File: config.mk
export PLATFORM = sky130hd
export DESIGN_NAME = reg_write_arbiter
export DESIGN_NICKNAME = d
export VERILOG_FILES = /design/src/rtl/reg_write_arbiter.sv
export SDC_FILE = /design/constraint.sdc
export NUM_CORES = 1
export LEC_CHECK = 0
export BUFFER_PORTS_ARGS = -buffer_cell sky130_fd_sc_hd__buf_2
export CAP_MARGIN = 20
export CORE_MARGIN = 1.5
export CORE_UTILIZATION = 45
export CTS_BUF_LIST = sky130_fd_sc_hd__clkbuf_4
export DETAILED_ROUTE_END_ITERATION = 6
export GPL_TIMING_DRIVEN = 0
export PLACE_DENSITY_LB_ADDON = 0.3
export RECOVER_POWER = 100
export SKIP_CTS_REPAIR_TIMING = 1
export SLEW_MARGIN = 20
export SYNTH_ARGS = -nofsm -noshare
export SYNTH_HDL_FRONTEND = slang
export SYNTH_SLANG_ARGS = --single-unit
export TNS_END_PERCENT = 100
File: constraint.sdc
create_clock -name clk -period 2.4 [get_ports clk]
set_input_delay 0.6 -clock clk [delete_from_list [all_inputs] [get_ports clk]]
set_output_delay 0.6 -clock clk [all_outputs]
set_load 0.02 [all_outputs]
File: src/rtl/reg_write_arbiter.sv
// Round-robin req/ack arbiter that is the sole writer of one shared 8-bit enable-loaded register.
// Latency: a request seen at edge t produces ack/reg_enable in the cycle after t; at most one write per 2 cycles.
// Backpressure: requesters hold req until ack; a locked owner may keep the register for up to MAX_BURST writes.
module reg_write_arbiter #(
  parameter int N         = 4,
  parameter int MAX_BURST = 2,
  localparam int IW       = (N > 1) ? $clog2(N) : 1,
  localparam int BW       = (MAX_BURST > 1) ? $clog2(MAX_BURST + 1) : 1
) (
  input  logic            clk,
  input  logic            rst_,
  input  logic [N-1:0]    req,
  input  logic [N-1:0]    lock,
  input  logic [8*N-1:0]  wdata,
  output logic [N-1:0]    ack,
  output logic            reg_enable,
  output logic [7:0]      reg_data,
  output logic [IW-1:0]   owner,
  output logic            busy
);

  typedef enum logic [1:0] {
    IDLE    = 2'd0,
    WRITE   = 2'd1,
    RECOVER = 2'd2
  } state_t;

  state_t          state, state_d;
  logic [IW-1:0]   ptr, ptr_d;
  logic [BW-1:0]   burst_cnt, burst_d;

  // Arbitration result for the coming edge
  logic            rr_hit;
  logic [IW-1:0]   rr_win;
  logic            grant;
  logic [IW-1:0]   win;
  logic            relock;

  // Next values of the registered outputs
  logic [N-1:0]    ack_d;
  logic            enable_d;
  logic [7:0]      data_d;
  logic [IW-1:0]   owner_d;
  logic            busy_d;

  // Round-robin scan starting at ptr; the first requester found wins.
  always_comb begin
    rr_hit = 1'b0;
    rr_win = '0;
    for (int k = 0; k < N; k++) begin
      if (!rr_hit && req[(int'(ptr) + k) % N]) begin
        rr_hit = 1'b1;
        rr_win = IW'((int'(ptr) + k) % N);
      end
    end
  end

  // A locked owner keeps the register only while it still requests and has burst budget left.
  assign relock = lock[owner] && req[owner] && (burst_cnt < BW'(MAX_BURST));

  // Next-state decision: state, round-robin pointer, burst counter and the winner.
  always_comb begin
    state_d = state;
    ptr_d   = ptr;
    burst_d = burst_cnt;
    grant   = 1'b0;
    win     = owner;
    case (state)
      IDLE: begin
        if (rr_hit) begin
          state_d = WRITE;
          grant   = 1'b1;
          win     = rr_win;
          burst_d = BW'(1);
          ptr_d   = IW'((int'(rr_win) + 1) % N);
        end
      end
      WRITE: begin
        state_d = RECOVER;
      end
      RECOVER: begin
        if (relock) begin
          // Back-to-back write for the locked owner; fairness pointer is left alone.
          state_d = WRITE;
          grant   = 1'b1;
          win     = owner;
          burst_d = burst_cnt + BW'(1);
        end else if (rr_hit) begin
          state_d = WRITE;
          grant   = 1'b1;
          win     = rr_win;
          burst_d = BW'(1);
          ptr_d   = IW'((int'(rr_win) + 1) % N);
        end else begin
          state_d = IDLE;
        end
      end
      default: begin
        state_d = IDLE;
      end
    endcase
  end

  // Output values to be registered: a grant becomes the one-cycle WRITE pulse.
  always_comb begin
    ack_d = '0;
    if (grant) begin
      ack_d[win] = 1'b1;
    end
    enable_d = grant;
    data_d   = grant ? wdata[8*int'(win) +: 8] : reg_data;
    owner_d  = grant ? win : owner;
    busy_d   = (state_d != IDLE);
  end

  // State and output registers with synchronous active-low reset.
  always_ff @(posedge clk) begin
    if (!rst_) begin
      state      <= IDLE;
      ptr        <= '0;
      burst_cnt  <= '0;
      ack        <= '0;
      reg_enable <= 1'b0;
      reg_data   <= 8'h00;
      owner      <= '0;
      busy       <= 1'b0;
    end else begin
      state      <= state_d;
      ptr        <= ptr_d;
      burst_cnt  <= burst_d;
      ack        <= ack_d;
      reg_enable <= enable_d;
      reg_data   <= data_d;
      owner      <= owner_d;
      busy       <= busy_d;
    end
  end

endmodule
==> summary by stage, run 1 <==
Power
The internal portion of the total power is 0.726 mW. Dividing total power by cell area gives a power density of 736 nW/um^2. The share of total power dissipated in sequential elements is 42.3%. The clock network fraction of total power is 26.5%. Of the total power, combinational logic draws 31.2%. The switching portion of total power is 31.7%.

For this design the static power due to leakage is 0.673 nW. The highest ir drop seen on vdd is 0.000507 V. The analysis attributes to net switching a power of 0.337 mW.

Place
Once placement finished, the instance area stood at 1390 sq um. The number of buffers added on ports is 57. The routability congestion estimate from global placement is 0.829. The half-perimeter wire length of the detailed placement result is 2000 microns.

Route
The per-cell via count in the routed design is 5.22. The final routed DRC violation total is 0. The detail-routed net length per standard cell is 12.7 microns. Detailed routing inserted a total of 1065 vias. The number of design-rule violations left by the first detailed-router iteration is 19. The detailed-routing iteration count for the pre-antenna-repair pass is 7. The total wire length is 2580 microns. The number of routed nets with antenna violations is 0.

Yosys
The top-area cell type share of the netlist area is 41.2%. The register area share after synthesis is 41.2%. The synthesized netlist contains 32 unique library cells. The number of instances in the synthesized netlist is 115. The summed instance area of the synthesized netlist is 1070 sq um. The total number of yosys warnings is 0. After synthesis, the mean cell area works out to 9.30 sq um.

Synthesis inferred 22 register bits. The post-synthesis net count is 157. sky130_fd_sc_hd__dfxtp_1 takes more of the synthesized area than any other cell. Ranked by total cell area, the synthesized netlist is headed by sky130_fd_sc_hd__dfxtp_1 41%, sky130_fd_sc_hd__mux2i_1 16%, sky130_fd_sc_hd__o221ai_1 6.5%, sky130_fd_sc_hd__nand2_1 4.6%, sky130_fd_sc_hd__nor2_1 4.2%.

Floorplanning
The I/O pin count is 58. The vertical extent of the die is 51.8 microns. The starting density of the core is 47.9%. The width of the chip is 51.8 microns.

The area of the die is 2680 sq um. The site row count is 17. The area of the core is 2230 sq um.

Flow run
The tool flagged a number of max-cap violations equal to 0.

Timing
The final critical-path required period is 2280 ps. The number of endpoints with negative hold slack in the final report is 0. The count of final max-slew check failures is 0. The largest clock skew in the final design is 5.05 ps. The final-report setup violation count is 0.

Timing would allow up to 0.439 GHz. The worst-case headroom to the max-slew limit is 60.2%. In the finished design, the share of the clock period the worst path needs comes to 95.0%. The setup TNS is 0 ps. The actual transition at the worst max-transition pin is 594 ps.

Global route
The number of antenna violations at the first check in global routing was 0. The number of global-route vias before repair is 956. The total overflow reported by the global router is 0.

Entering global routing, the biggest net connects 14 pins. Across every metal layer, demand over resource in global routing totals 20.3%. The first global-routing pass estimated 4060 microns of wire.

Clock tree
Clock-pin slew was measured on the worst setup and hold paths at 120 ps. The number of buffers added by the clock tree synthesis step is 3. The clock net in this run drives a total of 22 sinks. The maximum level of the CTS H-tree is 1. Clock latency on the worst-skew pair, taken at its later pin, is 310 ps. Counting along the longest clock path gives a buffer depth of 2. The root buffer cell chosen for the clock tree is sky130_fd_sc_hd__clkbuf_4. The CTS tree is done.

Final layout
At the end of the flow, the number of nets in the layout was 219. The final instance area is 1440 sq um. The signed area change from the synthesized netlist to the final layout is 35.0%.

In the final layout, the share of cells above drive strength 1 is 33.0%. The number of antenna diodes in the final layout is 0.

Setup path
The slowest library cell on the worst path is sky130_fd_sc_hd__or4_1. Together, buffers and inverters on the worst path number 2. The worst setup path is captured at a register.

The largest incremental delay on the critical path is 470 ps. STA classifies the critical path startpoint as an input pin. Traced cell by cell, the critical path runs through buf_2, nand2_1, a311o_1, nor4_4, nor2b_2, or4_1, buf_2, o221ai_1. The category of the critical setup timing path is input pin to register. The reg2reg setup slack is 140 ps. Data on the critical path arrives at its endpoint at 2510 ps. The largest delay contributor family on the critical path is simple AND/OR/NAND/NOR gates. Among the stages of the critical path, the cell type that occurs most often is sky130_fd_sc_hd__buf_2. Data on the critical path is required at its endpoint by 2630 ps.

The maximum net fanout on the critical path is 10.

Status
The run finished with clean final reports.

Min path
The type of the most critical hold path is register to register.
metal layers:
layer / wire length (microns) / up-vias / track usage (%)
li1: - / 547 / -
met1: 1170 / 475 / 26.0
met2: 1280 / 41 / 33.3
met3: 120 / 2 / 3.74
met4: 17 / 0 / 8.77
met5: 0 / - / 0
stage by stage:
stage,instances,utilization (%),hold slack (ps),power [mW],setup WS (ps)
finish,204,64.6,456,1.06,120
global placement,200,62.2,430,0.778,-162
global route,204,64.6,489,1.12,-5.15
floorplan,115,-,413,0.679,135
CTS,204,64.6,456,1.07,9.27
detailed placement,200,62.2,439,0.789,-212
registers in the layout, indices dropped and copies added (netlist names):
name / cells
state: 2
busy: 1
reg_data: 8
ack: 4
ptr: 2
owner: 2
burst_cnt: 2
reg_enable: 1
kinds of logic (layout without fill, tap and decap cells):
family | after synthesis | count (layout) | synth area share [%]
compound gates | 29 | 29 | 20.7
xor+xnor | 1 | 1 | 0.819
buf+inv | 9 | 70 | 3.74
flops | 22 | 22 | 41.2
mux | 17 | 17 | 15.9
simple gates | 37 | 37 | 17.7
cells in the mapped netlist:
master                      n
sky130_fd_sc_hd__a211oi_1   2
sky130_fd_sc_hd__and2_1     1
sky130_fd_sc_hd__a311oi_1   1
sky130_fd_sc_hd__a21oi_1    7
sky130_fd_sc_hd__nand2b_1   2
sky130_fd_sc_hd__o21ba_2    1
sky130_fd_sc_hd__and3b_1    1
sky130_fd_sc_hd__or2_2      1
sky130_fd_sc_hd__nor4_4     1
sky130_fd_sc_hd__xnor2_1    1
sky130_fd_sc_hd__nor3_1     1
sky130_fd_sc_hd__o21ai_0    4
sky130_fd_sc_hd__clkinv_1   1
sky130_fd_sc_hd__a311o_1    1
sky130_fd_sc_hd__o22ai_1    1
sky130_fd_sc_hd__a311oi_2   1
sky130_fd_sc_hd__clkbuf_1   1
sky130_fd_sc_hd__o21ai_1    1
sky130_fd_sc_hd__mux2i_1   17
sky130_fd_sc_hd__o2bb2a_1   1
sky130_fd_sc_hd__buf_4      1
sky130_fd_sc_hd__dfxtp_1   22
sky130_fd_sc_hd__o221ai_1   8
sky130_fd_sc_hd__nor2_1    12
sky130_fd_sc_hd__o32ai_2    1
sky130_fd_sc_hd__nor2b_2    1
sky130_fd_sc_hd__nor2b_1    2
sky130_fd_sc_hd__nor4_1     1
sky130_fd_sc_hd__inv_1      4
sky130_fd_sc_hd__or4_1      1
sky130_fd_sc_hd__buf_2      2
sky130_fd_sc_hd__nand2_1   13
cells in the final DEF (no fill, tap or decap):
cell type / Yosys / routed
sky130_fd_sc_hd__and2_1: 1 / 1
sky130_fd_sc_hd__nor2_1: 12 / 12
sky130_fd_sc_hd__nor4_1: 1 / 1
sky130_fd_sc_hd__or4_1: 1 / 1
sky130_fd_sc_hd__a211oi_1: 2 / 2
sky130_fd_sc_hd__o21ba_2: 1 / 1
sky130_fd_sc_hd__and3b_1: 1 / 1
sky130_fd_sc_hd__o21ai_2: 0 / 1
sky130_fd_sc_hd__nor3_1: 1 / 1
sky130_fd_sc_hd__xnor2_1: 1 / 1
sky130_fd_sc_hd__a311oi_1: 1 / 1
sky130_fd_sc_hd__o21ai_0: 4 / 4
sky130_fd_sc_hd__o2bb2a_1: 1 / 1
sky130_fd_sc_hd__clkbuf_4: 0 / 4
sky130_fd_sc_hd__buf_2: 2 / 43
sky130_fd_sc_hd__o32ai_2: 1 / 1
sky130_fd_sc_hd__a311o_1: 1 / 1
sky130_fd_sc_hd__or2_2: 1 / 1
sky130_fd_sc_hd__a21oi_1: 7 / 7
sky130_fd_sc_hd__clkbuf_1: 1 / 16
sky130_fd_sc_hd__dfxtp_1: 22 / 20
sky130_fd_sc_hd__nor2b_1: 2 / 2
sky130_fd_sc_hd__o221ai_1: 8 / 8
sky130_fd_sc_hd__nor2b_2: 1 / 1
sky130_fd_sc_hd__inv_1: 4 / 4
sky130_fd_sc_hd__nor4_4: 1 / 1
sky130_fd_sc_hd__clkinv_1: 1 / 1
sky130_fd_sc_hd__nand2_1: 13 / 13
sky130_fd_sc_hd__o22ai_1: 1 / 1
sky130_fd_sc_hd__nand2b_1: 2 / 2
sky130_fd_sc_hd__bufinv_16: 0 / 1
sky130_fd_sc_hd__buf_4: 1 / 1
sky130_fd_sc_hd__mux2i_1: 17 / 17
sky130_fd_sc_hd__a311oi_4: 0 / 1
sky130_fd_sc_hd__dfxtp_2: 0 / 2
area by class of cell:
cell class / instances / area (sq um)
Buffer: 4 / 23.8
Clock buffer: 3 / 22.5
Clock inverter: 1 / 30.0
Fill cell: 226 / 790
Inverter: 5 / 18.8
Multi-Input combinational cell: 84 / 604
Sequential cell: 22 / 443
Tap cell: 28 / 35.0
Timing Repair Buffer: 57 / 267
power by group through the flow:
stage / combinational (mW) / sequential (mW) / clock [mW]
after floorplan: 0.179 / 0.500 / 0
after global placement: 0.326 / 0.452 / 0
after detailed placement: 0.335 / 0.454 / 0
after CTS: 0.336 / 0.447 / 0.286
after global routing: 0.363 / 0.456 / 0.304
final: 0.331 / 0.450 / 0.282
path summary, 6_finish.rpt:
path / depth (start not counted) / startpoint / endpoint
worst min register to register: 1 / state[1] / state[1]
worst max-delay path: 8 / req[1] / reg_data[2]
worst min-delay path: 1 / state[1] / state[1]
worst max register to register: 7 / owner[0] / reg_data[7]
Power figures use the tool's default switching activity.
==> run 2, diff against run 1 <==
--- a/config.mk
+++ b/config.mk
@@ -7,3 +7,3 @@
 export LEC_CHECK = 0
-export BUFFER_PORTS_ARGS = -buffer_cell sky130_fd_sc_hd__buf_2
+export BUFFER_PORTS_ARGS = -buffer_cell sky130_fd_sc_hd__buf_4
 export CAP_MARGIN = 20
==> constraint.sdc (replaced) <==
create_clock -name clk -period 2.4 [get_ports clk]
set_input_delay 0.12 -clock clk [delete_from_list [all_inputs] [get_ports clk]]
set_output_delay 0.12 -clock clk [all_outputs]
set_load 0.02 [all_outputs]
==> run 2 against run 1 <==
  * Final cell count up 0.98%
  * Utilization up 6.4 points
  * Wire length up 17%
  * Power up 4.7%
  * Count of clock-buffer cells in the layout unchanged
  * Die area unchanged
  * Critical path depth down 1
  * Via count up 7.1%
  * Combinational power up 15%
  * Maximum frequency up 0.66%
  * Sequential power about the same
  * Critical endpoint is now reg_data[6]
  * Largest power group unchanged
==> summary by stage, run 2 (synthesized netlist as in run 1, its figures left out) <==
Status
The flow ran to the end, and the final reports show no timing, DRC or antenna violations.

Final layout
Cells with a size suffix above 1 make up 33.7% of the layout. The multi-input combinational cells in the finished layout cover a total of 613 sq um. The most frequent standard cell in the layout excluding fill and tap cells is sky130_fd_sc_hd__buf_4. Summing all non-filler instances in the final layout gives an area of 1590 sq um. The final net count is 221. The signed area change from the synthesized netlist to the final layout is 48.4%. The largest registers in the layout are reg_data (8), ack (4). The number of antenna diodes is 0. Across the whole layout, storage elements account for 443 sq um. The register with the most flip-flops in the layout has 8 of them. The count of fill cells added during filler insertion is 175. In the layout the commonest cells are 44 x sky130_fd_sc_hd__buf_4, 20 x sky130_fd_sc_hd__dfxtp_1, 17 x sky130_fd_sc_hd__mux2i_1, 15 x sky130_fd_sc_hd__clkbuf_1, 13 x sky130_fd_sc_hd__nand2_1. The register with the highest flop count is reg_data. At the end of the flow the core is filled with cells to 71.1%.

Global route
The maximum number of pins on one net before global-route repair is 14. The number of global-route vias before repair is 1067. The total overflow reported by the global router is 0. The first global-routing pass estimated 4520 microns of wire. In the global route stage, overall resource usage came out at 22.5%. The number of antenna violations at the first check in global routing is 0.

Floorplanning
The area of the core is 2230 sq um. From left edge to right edge, the die measures 51.8 microns. The site row count is 17. For this design the top-level I/O count stands at 58. For this configuration, the core starts out at a cell density of 47.9%.

The die covers 2680 sq um. In this run the vertical extent of the chip is 51.8 microns.

Place
The HPWL after detailed placement is 2180 microns. The number of buffers added on ports is 57. Routability-driven placement finished with a final weighted congestion of 0.877. Before CTS, the worst setup slack after placement is 79.0 ps.

The total placed instance area is 1530 sq um.

Route
After detailed routing, the average wire length per cell comes to 14.7 microns. The number of routed nets with antenna violations is 0. The overall via count from detail_route is 1141. Dividing the detail-routed via count by the number of cells gives 5.54. The detailed-routing iteration count for the pre-antenna-repair pass is 4. The final routed DRC violation total is 0.

After the first detailed-routing iteration, the DRC count stood at 15. The total wire length is 3030 microns.

Timing
Setup repair after global routing left no endpoint under its margin. The worst-case headroom to the max-slew limit is 57.9%. The highest achievable clock rate is 0.442 GHz. The number of endpoints with negative hold slack in the final report is 0. The final critical-path required period is 2260 ps. For the pin with the worst max-slew slack, the measured transition is 629 ps. The part of the cycle the worst path needs is 94.4%. The worst setup slack after layout is 135 ps. Hold is met by 76.4 ps. The largest clock skew in the final design is 12.6 ps.

For the final routed database, the setup TNS stands at 0 ps. The count of final max-slew check failures came to 0. Setup violations remaining at the end of the flow were counted as 0.

Power
In this run the power density over the cells is 701 nW/um^2. The share of total power dissipated in sequential elements is 40.6%. The highest ir drop seen on vdd is 0.000477 V. Combinational logic burns 34.3% of the power. In this run switching power makes up 31.5% of total power. The share of total power dissipated in the clock network is 25.1%. The internal power of the cells totals 0.762 mW.

The leakage power is 0.727 nW. The switching power total is 0.351 mW.

Clock tree
After clock tree synthesis, the clock-pin slew on the worst setup and hold paths is 130 ps. The clock insertion delay at the later pin of the skew report is 310 ps. The maximum clock path buffer count is 2. The clock net sink count is 22. Clock tree synthesis inserted a total of 3 buffers. The clock root buffer master is sky130_fd_sc_hd__clkbuf_4. TritonCTS built the clock tree. CTS built an H-tree with a depth of 1.

Min path
The worst hold path belongs to the class input pin to register.

Setup path
STA classifies the critical path startpoint as a register. The maximum net fanout on the critical path is 10. The element type at the critical path end is a register. For the worst setup path, the data required time is 2620 ps.

The category of the critical setup timing path is register to register. Data on the critical path arrives at its endpoint at 2490 ps.

Flow run
The tool flagged a number of max-cap violations equal to 0.
[run 2: cell count changes in the layout (fill, tap and decap cells not counted), sizes merged]
cell	change
buf	+4
clkbuf	-2
[run 2: final timing paths]
kind / from / end / slack (ps) / depth (start not counted)
worst min-delay path: rst_ / ptr[0] / 80 / 3
worst max-delay path: owner[1] / reg_data[6] / 140 / 7
worst min register to register: state[1] / state[1] / 460 / 1
worst max register to register: owner[1] / reg_data[6] / 140 / 7
[run 2: power groups by stage]
stage	sequential, mW	clock (mW)	combinational (mW)
after floorplan	0.500	0	0.179
after global placement	0.454	0	0.366
after detailed placement	0.458	0	0.378
after CTS	0.451	0.286	0.379
after global routing	0.458	0.300	0.410
final	0.452	0.279	0.381
[run 2: metrics by stage]
| stage | instances | power (mW) |
|---|---|---|
| floorplan | 115 | 0.679 |
| global placement | 200 | 0.820 |
| detailed placement | 200 | 0.835 |
| CTS | 204 | 1.12 |
| global route | 206 | 1.17 |
| finish | 206 | 1.11 |
[run 2: per-layer routing]
metal	global-route usage [%]	part of all wire (%)
met1	24.8	38
met2	42.7	55
met3	5.46	6.4
met4	5.26	0.99
met5	0	0
[run 2: area by class of cell]
cell class / count / area share, %
multi-input cells: 84 / 38.6
flip-flops and latches: 22 / 27.9
repair buffers: 59 / 24.8
well taps: 28 / 2.21
plain buffers: 4 / 1.97
clock inverters: 1 / 1.89
clock buffers: 3 / 1.42
inverters: 5 / 1.18
[run 2: worst max-delay path: stages (launching register included)]
cell and delay (ps):
sky130_fd_sc_hd__dfxtp_2 390, sky130_fd_sc_hd__inv_1 100, sky130_fd_sc_hd__a311o_1 340, sky130_fd_sc_hd__nor4_4 330, sky130_fd_sc_hd__nor2b_1 150, sky130_fd_sc_hd__or4_1 480
sky130_fd_sc_hd__buf_2 200, sky130_fd_sc_hd__o221ai_1 200
==> run 3, diff against run 2 <==
- RECOVER_POWER: 100 -> 50
- clock period: 2.4 -> 2.27 ns (I/O delays scaled with it)
==> run 3 against run 2 <==
  * Critical path depth unchanged
  * Final cell count grew 2.9%
  * Critical endpoint is now reg_data[5]
  * Worst setup slack lost 110 ps
  * Global-route usage stayed put
  * Power rose by 9.3%
  * Clock skew about the same
==> summary by stage, run 3 (synthesized netlist as in run 1, its figures left out) <==
Clock tree
The clock insertion delay at the later pin of the skew report is 310 ps. No sink is reached through more buffers than the 2 on the longest clock path. CTS saw 22 sinks.

The maximum level of the CTS H-tree is 1. The clock root buffer master is sky130_fd_sc_hd__clkbuf_4. The number of buffers added by the clock tree synthesis step is 3. After clock tree synthesis, the clock-pin slew on the worst setup and hold paths is 130 ps. The CTS tree is done.

Power
The share of total power dissipated in sequential elements is 39.3%. The total internal power is 0.831 mW. The switching power total is 0.386 mW. For this design the ratio of total power to cell area is 732 nW/um^2. The leakage power is 0.764 nW. The clock network accounts for 24.6% of the total power. The switching portion of total power is 31.7%. The total power is 1.22 mW. The worst-case IR drop observed on VDD is 0.000501 V.

Combinational logic is responsible for 36.1% of the overall power.

Floorplanning
The floorplan step defined a die boundary enclosing 2680 sq um. The site row count is 17. The area of the core is 2230 sq um. Measured along the x axis, the die boundary spans 51.8 microns. The initial utilization of the core area, before any placement, comes to 47.9%.

The I/O pin count is 58. The vertical extent of the die is 51.8 microns.

Final layout
In the layout the commonest cells are 49 x sky130_fd_sc_hd__buf_4, 20 x sky130_fd_sc_hd__dfxtp_1, 17 x sky130_fd_sc_hd__mux2i_1, 15 x sky130_fd_sc_hd__clkbuf_1, 13 x sky130_fd_sc_hd__nand2_1. The number of standard cells in the final layout excluding fillers is 212. The largest registers in the layout are reg_data (8), ack (4). The count of fill cells added during filler insertion is 164. The signed area change from the synthesized netlist to the final layout is 55.4%. Ranked by flip-flop count, first place goes to reg_data. Of the cells placed in the final design, the portion with a size suffix greater than 1 is 38.6%.

The final layout contains 227 nets. Leaving out fill and tap cells, the most frequent cell in the layout is sky130_fd_sc_hd__buf_4. The register with the most flip-flops in the layout has 8 of them. The number of antenna diodes is 0.

Setup path
The worst register-to-register path has a depth of 7. The reg2reg setup slack is 20 ps. In this run the critical register-to-register path is launched from state[1]. The worst register-to-register path ends at reg_data[5].

The category of the critical setup timing path is register to register. Along the worst path, the maximum fanout reaches 10. The worst setup path is captured at a register.

The required time of the critical path is 2500 ps. Walking the worst path, the cells encountered are inv_1, a311o_1, nor4_4, nor2b_2, or4_4, buf_8, o221ai_1. On the worst path, the slowest cell contributes a delay of 500 ps.

The arrival time at the worst endpoint is 2480 ps. The worst setup path is launched from a register. The slowest stage of the critical path belongs to the cell sky130_fd_sc_hd__or4_4.

Flow run
The count of max-cap constraint violations is 0.

Route
The overall via count from detail_route is 1170. In the routed layout, each cell is associated on average with a via count of 5.52. In the final routed layout, each cell accounts on average for 14.9 microns. Summed over all layers, the routed wires come to 3170 microns.

The count of nets left with antenna violations once routing finished came out at 0. For this run, design rule violations remaining after detail routing come to 0. For this block, the initial DRC count from the detailed router was 29. The detailed-routing iteration count for the pre-antenna-repair pass is 5.

Timing
The part of the cycle the worst path needs is 98.9%. The worst path needs 2250 ps of the cycle, external delays included. The worst-case headroom to the max-slew limit is 59.5%. The worst-case hold slack is 67.0 ps. The number of endpoints with negative hold slack in the final report is 0. For the pin with the worst max-slew slack, the measured transition is 606 ps. The count of final max-slew check failures is 0. The largest clock skew in the final design is 13.0 ps.

The highest achievable clock rate is 0.445 GHz. The worst path meets setup with 24.4 ps of slack. The final-report setup violation count is 0.

Place
The congestion estimate from routability-driven global placement came to 0.877. The count of buffers added on input and output ports is 57. Timing analysis after detailed placement gives a worst setup slack of -51.0 ps. In this run, placement finished with an instance count of 200. The half-perimeter wire length of the detailed placement result is 2180 microns.

Status
The flow ran to the end, and the final reports show no timing, DRC or antenna violations.

Global route
Global routing consumed, over all layers together, 22.5% of the routing resources. The maximum number of pins on one net before global-route repair is 14. The number of global-route vias before repair was 1067. For this run the aggregate overflow at the end of global routing stands at 0.

The number of antenna violations at the first check in global routing is 0. The wire length of the first global-routing pass is 4520 microns.

Min path
The hold path endpoint is ptr[0]. The instance count along the most critical hold path is 3. The launch instance of the worst min-delay path is rst_. The min-delay analysis places its worst path in the category input pin to register.
==> run 3: area by class of cell <==
type | count | area (sq um) | share of cell area [%]
buffer | 4 | 41.3 | 2.48
inverter | 5 | 18.8 | 1.13
multi-input combinational | 84 | 631 | 37.9
tap | 28 | 35.0 | 2.11
timing repair buffer | 65 | 437 | 26.3
sequential | 22 | 448 | 26.9
clock buffer | 3 | 22.5 | 1.35
clock inverter | 1 | 30.0 | 1.81
==> run 3: how the worst max path moves through the flow <==
stage,from,endpoint,depth (start not counted)
after floorplan,owner[0],reg_data[0],7
final,state[1],reg_data[5],7
after CTS,owner[0],reg_data[1],7
after global routing,state[1],reg_data[1],7
after global placement,owner[0],reg_data[7],7
after detailed placement,owner[0],reg_data[7],7
==> run 3: power by group through the flow <==
stage / sequential (mW) / clock, mW / combinational, mW
floorplan: 0.528 / 0 / 0.190
global placement: 0.480 / 0 / 0.387
detailed placement: 0.484 / 0 / 0.400
CTS: 0.476 / 0.302 / 0.400
global route: 0.483 / 0.321 / 0.471
finish: 0.478 / 0.299 / 0.440
==> run 3: critical path: cells and delay by family, from the launching register on <==
family	cells	cell delay [ps]
flops	1	400
simple gates	3	980
compound gates	2	560
buf+inv	2	220
==> run 3: through the flow <==
step	utilization [%]	TNS (ps)	area (sq um)
finish	74.5	0	1660
detailed placement	68.6	-259	1530
global placement	68.6	-49.5	1530
floorplan	-	0	1070
global route	74.5	-134	1660
CTS	71.0	-538	1590
==> run 3: layer usage <==
layer / vias to the layer above / global-route usage, % / wire length, microns
met5: - / 0 / 0
met4: 0 / 5.26 / 8
met3: 2 / 5.46 / 191
met2: 49 / 42.7 / 1750
met1: 557 / 24.8 / 1220
li1: 562 / - / -
